<file path="src/rtl/interval_timer_pkg.sv">
// Shared definitions for the interval timer and its neighbours
// (controller FSM, time-parameter block).
package interval_timer_pkg;

  localparam int TIME_W = 4;

  typedef enum logic [1:0] {
    IDLE  = 2'd0,
    COUNT = 2'd1,
    DONE  = 2'd2
  } timer_state_t;

  // Interval-select codes driven by the FSM into the time-parameter block
  typedef enum logic [1:0] {
    SEL_BASE = 2'b00,
    SEL_EXT  = 2'b01,
    SEL_YEL  = 2'b10
  } interval_sel_t;

endpackage

</file>
<file path="src/rtl/interval_timer_if.sv">
// Request/status bundle between the controller FSM (master) and the
// interval timer (slave).
interface interval_timer_if #(
  parameter int TIME_W = interval_timer_pkg::TIME_W
) ();
  logic              Start_Timer;
  logic [TIME_W-1:0] value;
  logic              expired;
  logic              busy;
  logic [TIME_W-1:0] remaining;
  logic              oneHz_enable;

  modport master (
    output Start_Timer,
    output value,
    input  expired,
    input  busy,
    input  remaining,
    input  oneHz_enable
  );

  modport slave (
    input  Start_Timer,
    input  value,
    output expired,
    output busy,
    output remaining,
    output oneHz_enable
  );
endinterface

</file>
<file path="src/rtl/interval_timer_one_hz_divider.sv">
// Prescaler producing a registered one-cycle enable per CYCLES_PER_SEC
// clocks; the enable is high in the cycle whose closing edge wraps the count.
module one_hz_divider #(
  parameter int CYCLES_PER_SEC = 50000000
) (
  input  logic clk,
  input  logic Reset_n,
  input  logic clear,
  output logic oneHz_enable
);

  localparam int PW = (CYCLES_PER_SEC > 1) ? $clog2(CYCLES_PER_SEC) : 1;
  localparam logic [PW-1:0] LAST = PW'(CYCLES_PER_SEC - 1);

  logic [PW-1:0] pre_r;
  logic [PW-1:0] pre_s;
  logic          en_r;

  // Next prescaler value: clear restarts a full-length second
  always_comb begin
    pre_s = pre_r;
    if (clear) begin
      pre_s = {PW{1'b0}};
    end else if (pre_r == LAST) begin
      pre_s = {PW{1'b0}};
    end else begin
      pre_s = pre_r + PW'(1);
    end
  end

  // Prescaler and enable registers; enable looks ahead so it lines up with the wrap
  always_ff @(posedge clk or negedge Reset_n) begin
    if (!Reset_n) begin
      pre_r <= {PW{1'b0}};
      en_r  <= 1'b0;
    end else begin
      pre_r <= pre_s;
      en_r  <= (pre_s == LAST);
    end
  end

  assign oneHz_enable = en_r;

endmodule

</file>
<file path="src/rtl/interval_timer.sv">
// Interval timer: captures a seconds value on Start_Timer, counts it down on
// the 1 Hz enable and pulses expired once when the interval completes.
module interval_timer #(
  parameter int CYCLES_PER_SEC = 50000000,
  parameter int TIME_W         = interval_timer_pkg::TIME_W
) (
  input logic             clk,
  input logic             Reset_n,
  interval_timer_if.slave bus
);
  import interval_timer_pkg::*;

  timer_state_t      state_r;
  timer_state_t      state_s;
  logic [TIME_W-1:0] rem_r;
  logic [TIME_W-1:0] rem_s;
  logic              busy_r;
  logic              busy_s;
  logic              expired_r;
  logic              expired_s;
  logic              tick_s;

  one_hz_divider #(
    .CYCLES_PER_SEC(CYCLES_PER_SEC)
  ) u_div (
    .clk         (clk),
    .Reset_n     (Reset_n),
    .clear       (bus.Start_Timer),
    .oneHz_enable(tick_s)
  );

  // Next-state logic; Start always wins over any tick or pending completion
  always_comb begin
    state_s   = state_r;
    rem_s     = rem_r;
    busy_s    = busy_r;
    expired_s = 1'b0;
    if (bus.Start_Timer) begin
      if (bus.value != {TIME_W{1'b0}}) begin
        state_s = COUNT;
        rem_s   = bus.value;
        busy_s  = 1'b1;
      end else begin
        state_s = DONE;
        rem_s   = {TIME_W{1'b0}};
        busy_s  = 1'b0;
      end
    end else begin
      case (state_r)
        IDLE: begin
          rem_s  = {TIME_W{1'b0}};
          busy_s = 1'b0;
        end
        COUNT: begin
          if (tick_s) begin
            if (rem_r == TIME_W'(1)) begin
              state_s   = DONE;
              rem_s     = {TIME_W{1'b0}};
              busy_s    = 1'b0;
              expired_s = 1'b1;
            end else begin
              rem_s = rem_r - TIME_W'(1);
            end
          end else begin
            rem_s = rem_r;
          end
        end
        // A zero-length start enters DONE without a pulse and emits it on exit
        DONE: begin
          state_s   = IDLE;
          expired_s = ~expired_r;
        end
        default: begin
          state_s = IDLE;
          rem_s   = {TIME_W{1'b0}};
          busy_s  = 1'b0;
        end
      endcase
    end
  end

  // State and output registers
  always_ff @(posedge clk or negedge Reset_n) begin
    if (!Reset_n) begin
      state_r   <= IDLE;
      rem_r     <= {TIME_W{1'b0}};
      busy_r    <= 1'b0;
      expired_r <= 1'b0;
    end else begin
      state_r   <= state_s;
      rem_r     <= rem_s;
      busy_r    <= busy_s;
      expired_r <= expired_s;
    end
  end

  assign bus.expired      = expired_r;
  assign bus.busy         = busy_r;
  assign bus.remaining    = rem_r;
  assign bus.oneHz_enable = tick_s;

endmodule

</file>
<file path="src/flat_wrapper.sv">
// flat-port wrapper written by rule: the top's interface ports become plain ports
module interval_timer_flat import interval_timer_pkg::*;
#(
  parameter int CYCLES_PER_SEC = 50000000,
  parameter int TIME_W         = interval_timer_pkg::TIME_W
)
  (clk, Reset_n, bus_Start_Timer, bus_value, bus_expired, bus_busy, bus_remaining, bus_oneHz_enable);
  interval_timer_if #(.TIME_W(TIME_W)) bus_i ();
  input logic clk;
  input logic Reset_n;
  input wire logic [$bits(bus_i.Start_Timer)-1:0] bus_Start_Timer;
  input wire logic [$bits(bus_i.value)-1:0] bus_value;
  output wire logic [$bits(bus_i.expired)-1:0] bus_expired;
  output wire logic [$bits(bus_i.busy)-1:0] bus_busy;
  output wire logic [$bits(bus_i.remaining)-1:0] bus_remaining;
  output wire logic [$bits(bus_i.oneHz_enable)-1:0] bus_oneHz_enable;
  assign bus_i.Start_Timer = bus_Start_Timer;
  assign bus_i.value = bus_value;
  assign bus_expired = bus_i.expired;
  assign bus_busy = bus_i.busy;
  assign bus_remaining = bus_i.remaining;
  assign bus_oneHz_enable = bus_i.oneHz_enable;
  interval_timer #(.CYCLES_PER_SEC(CYCLES_PER_SEC), .TIME_W(TIME_W)) u_core (.clk(clk), .Reset_n(Reset_n), .bus(bus_i));
endmodule
</file>
<file path="config.mk">
export PLATFORM = sky130hd
export DESIGN_NAME = interval_timer_flat
export DESIGN_NICKNAME = d
export VERILOG_FILES = /design/src/rtl/interval_timer_pkg.sv /design/src/rtl/interval_timer_if.sv /design/src/rtl/interval_timer_one_hz_divider.sv /design/src/rtl/interval_timer.sv /design/src/flat_wrapper.sv
export SDC_FILE = /design/constraint.sdc
export NUM_CORES = 1
export LEC_CHECK = 0
export CORE_ASPECT_RATIO = 1.75
export CORE_MARGIN = 2
export CORE_UTILIZATION = 49
export CTS_CLUSTER_SIZE = 25
export DETAILED_ROUTE_END_ITERATION = 12
export HOLD_SLACK_MARGIN = 0.06
export PLACE_DENSITY = 0.79
export SLEW_MARGIN = 20
export SYNTH_ARGS = -nofsm -noshare
export SYNTH_HDL_FRONTEND = slang
export SYNTH_SLANG_ARGS = --single-unit
export TNS_END_PERCENT = 30
</file>
<file path="constraint.sdc">
create_clock -name clk -period 2 [get_ports clk]
set_clock_uncertainty 0.05 [all_clocks]
set_input_delay 0.4 -clock clk [delete_from_list [all_inputs] [get_ports clk]]
set_output_delay 0.4 -clock clk [all_outputs]
set_load 0.02 [all_outputs]
</file>
==> results of run 1 <==
-- sequential cells by signal, summed over array words and instances, names as in the netlist --
| register | flops |
|---|---|
| u_core.u_div.pre_r | 26 |
| u_core.bus.remaining | 4 |
| u_core.state_r | 2 |
| u_core.bus.busy | 1 |
| u_core.bus.expired | 1 |
| u_core.u_div.oneHz_enable | 1 |
-- final cells by class --
cell class	count	area, µm²
fillers	344	1480
multi-input cells	181	1290
flip-flops and latches	35	880
repair buffers	61	490
clock buffers	6	82.6
well taps	51	63.8
inverters	11	41.3
clock inverters	2	35.0
-- worst max-delay path, stage by stage (launching register included) --
cell	delay, ns
dfrtp_2	0.42
buf_4	0.12
and4_4	0.27
nand4_4	0.12
or3_4	0.37
xnor2_4	0.18
nand4_1	0.12
nor4_2	0.27
-- where the power goes --
group / internal [mW] / switching (mW) / total (mW)
clock: 0.403 / 0.269 / 0.672
combinational: 0.180 / 0.210 / 0.390
sequential: 0.753 / 0.0426 / 0.795
-- path summary, 6_finish.rpt --
path	end	slack, ns
setup / recovery	u_core.u_div.oneHz_enable$_DFF_PN0_	-0.003
hold / removal	u_core.bus.expired$_DFF_PN0_	0.47
setup reg to reg	u_core.u_div.oneHz_enable$_DFF_PN0_	-0.003
hold reg to reg	u_core.state_r[0]$_DFFE_PN0P_	0.47
max in group asynchronous	u_core.u_div.pre_r[11]$_DFF_PN0_	1.06
min in group clk	u_core.state_r[0]$_DFFE_PN0P_	0.47
-- logic make-up (layout without fill, tap and decap cells) --
group	Yosys count	after routing	synth area share [%]
flip-flops	35	35	40.1
adder cells (fa/ha/maj)	6	6	3.44
AND/OR/NAND/NOR	116	116	32.4
multiplexers	1	1	0.516
buffers and inverters	20	80	4.01
AO/OA/AOI/OAI	40	40	12.3
XOR/XNOR	18	18	7.22
-- layer usage --
layer | vias up | GRT usage [%] | part of all wire (%)
li1 | 957 | - | -
met5 | - | 0 | 0
met2 | 83 | 46.9 | 54
met3 | 37 | 4.56 | 3.8
met4 | 0 | 17.3 | 6.5
met1 | 1027 | 26.6 | 36
-- Yosys cell counts, drive strengths merged, types with 3 or more instances --
master / number
dfrtp: 35
nor2: 33
nand2: 16
nand3: 15
a21oi: 12
inv: 11
o21ai: 11
xnor2: 11
nand4: 9
buf: 7
nor4: 7
xor2: 7
ha: 6
nor2b: 5
nor3: 5
and4: 4
or3: 4
and3: 3
nand2b: 3
or2: 3
-- through the flow --
step | cell area (µm²) | utilization (%) | setup TNS (ns) | worst slack [ns]
floorplan | 2200 | - | 0 | 0.00489
global placement | 2680 | 61.3 | -0.0105 | -0.0105
detailed placement | 2680 | 61.3 | -0.0751 | -0.0751
CTS | 2840 | 65.0 | 0 | 0.000568
global route | 2880 | 66.0 | -0.0975 | -0.0975
finish | 2880 | 66.0 | -0.00319 | -0.00319
-- what timing repair did --
item | 4_1_cts | 5_1_grt
pin swaps | 2 | 0
setup buffers | 3 | 1
endpoints found under the setup margin | 1 | 19
resized for setup | 5 | 8
hold buffers | 0 | 0
gates cloned | 0 | 0
==> flow_summary.toml, run 1 <==
[timing]
worst_slew_pin_slew_ns = 0.461
rsz0062_at_grt = "true"
fin_crit_ns = 2.00
timing.final.ws_setup_ns = -0.00319
drv_slew = 0
setup_violations = 1
fin_crit_sh_pct = 100
relSlewSlack_pct = 69.3
fmax_mhz = 499
hold_ws_ns = 0.466
finalHoldViolCount = 0

[final_layout]
layout_common_cells = "buf_4, nor2_1, dfrtp_1"
diodes = 0
mostFrequentLayoutCell = "buf_4"
nNetsFinal = 308
final_cell_count_no_fill = 347
drive_above_1_share_pct = 29.7
syn_to_final_growth_pct = 32.1

[placed_design]
io_buffers = 13
dpl.cell_count = 335
dp_hpwl_um = 4370
place_congestion = 0.902

[worst_setup_path]
path_class = "reg -> reg"
end_kind = "flop"
r2r-start = "u_core.u_div.pre_r[0]$_DFF_PN0_"
crit_arrival_ns = 2.16
required_ns = 2.16
start_kind = "flop"
crit_fanout = 4
critPathLaunch = "u_core.u_div.pre_r[0]$_DFF_PN0_"
r2r_cells = 7

[cts]
cts_tree = "built"
clk_latency_ns = 0.30
cts_root_buf = "clkbuf_8"
htreeDepth = 2
cts_buffers = 5
clockBufferDepth = 2
cts.reportedPaths.clkPinSlew_ns = 0.08
cts.sinks = 35

[synth]
synthTopCellsByArea = "dfrtp_1, nor2_1, xnor2_1, ha_1, xor2_1"
syn_area_um2 = 2180
yosys_warnings = 0
ys_seq_elements = 35
synth_area_leader_cell = "dfrtp_1"
synthesis.nets = 249
synth-seq-area-share_pct = 40.1
synth_edf_count = 0
synth_cell_type_count = 59
synth_top_area_share_pct = 40.1
synth_area_per_cell_um2 = 9.25
ys.flop_type = "dfrtp_1"
ys_async_sr_fraction_pct = 100
postSynthCellCount = 236

[drt]
ant_nets = 0
drt_iter0_markers = 88
routed_via_density = 6.06
wire_per_inst_um = 18.1
vias = 2104
dr.pass1.iters = 4
remaining_drc_errors = 0
wl_um = 6290

[global_route]
grt.overflow.total = 0
grt_pass1_vias = 2111
antenna_found_initial = 0
track_usage_pct = 26.7
grt_max_degree = 36
grt_pass1_wl_um = 9740

[power]
p_leak_nw = 1.23
power_mw = 1.86
p_per_area_nw_per_um2 = 645
peakVddDrop_uv = 629

[floorplan]
start_util_pct = 50.0
dieArea_um2 = 5020
rows = 32
io_pins = 14
die_w_um = 54.4
design.core.area_um2 = 4360
dieHeight_um = 92.3

[status]
outcome = "complete, but fails checks"
violations = "setup timing"

[job]
drv_cap = 0

[hold_path]
worstHoldPathType = "in -> async"
Note: power is estimated with default switching activity, not from simulation.
==> inputs of run 2 (changes only) <==
--- a/config.mk
+++ b/config.mk
@@ -5,6 +5,7 @@
 export SDC_FILE = /design/constraint.sdc
 export NUM_CORES = 1
 export LEC_CHECK = 0
+export CAP_MARGIN = 40
 export CORE_ASPECT_RATIO = 1.75
 export CORE_MARGIN = 2
 export CORE_UTILIZATION = 49
==> results of run 2 <==
The final DEF is identical to that of run 1; final timing and power are the same.
==> inputs of run 3 (changes only) <==
--- a/config.mk
+++ b/config.mk
@@ -17,4 +17,4 @@
 export SYNTH_ARGS = -nofsm -noshare
 export SYNTH_HDL_FRONTEND = slang
 export SYNTH_SLANG_ARGS = --single-unit
-export TNS_END_PERCENT = 30
+export TNS_END_PERCENT = 20
==> results of run 3 <==
The final DEF is identical to that of run 1; final timing and power are the same.
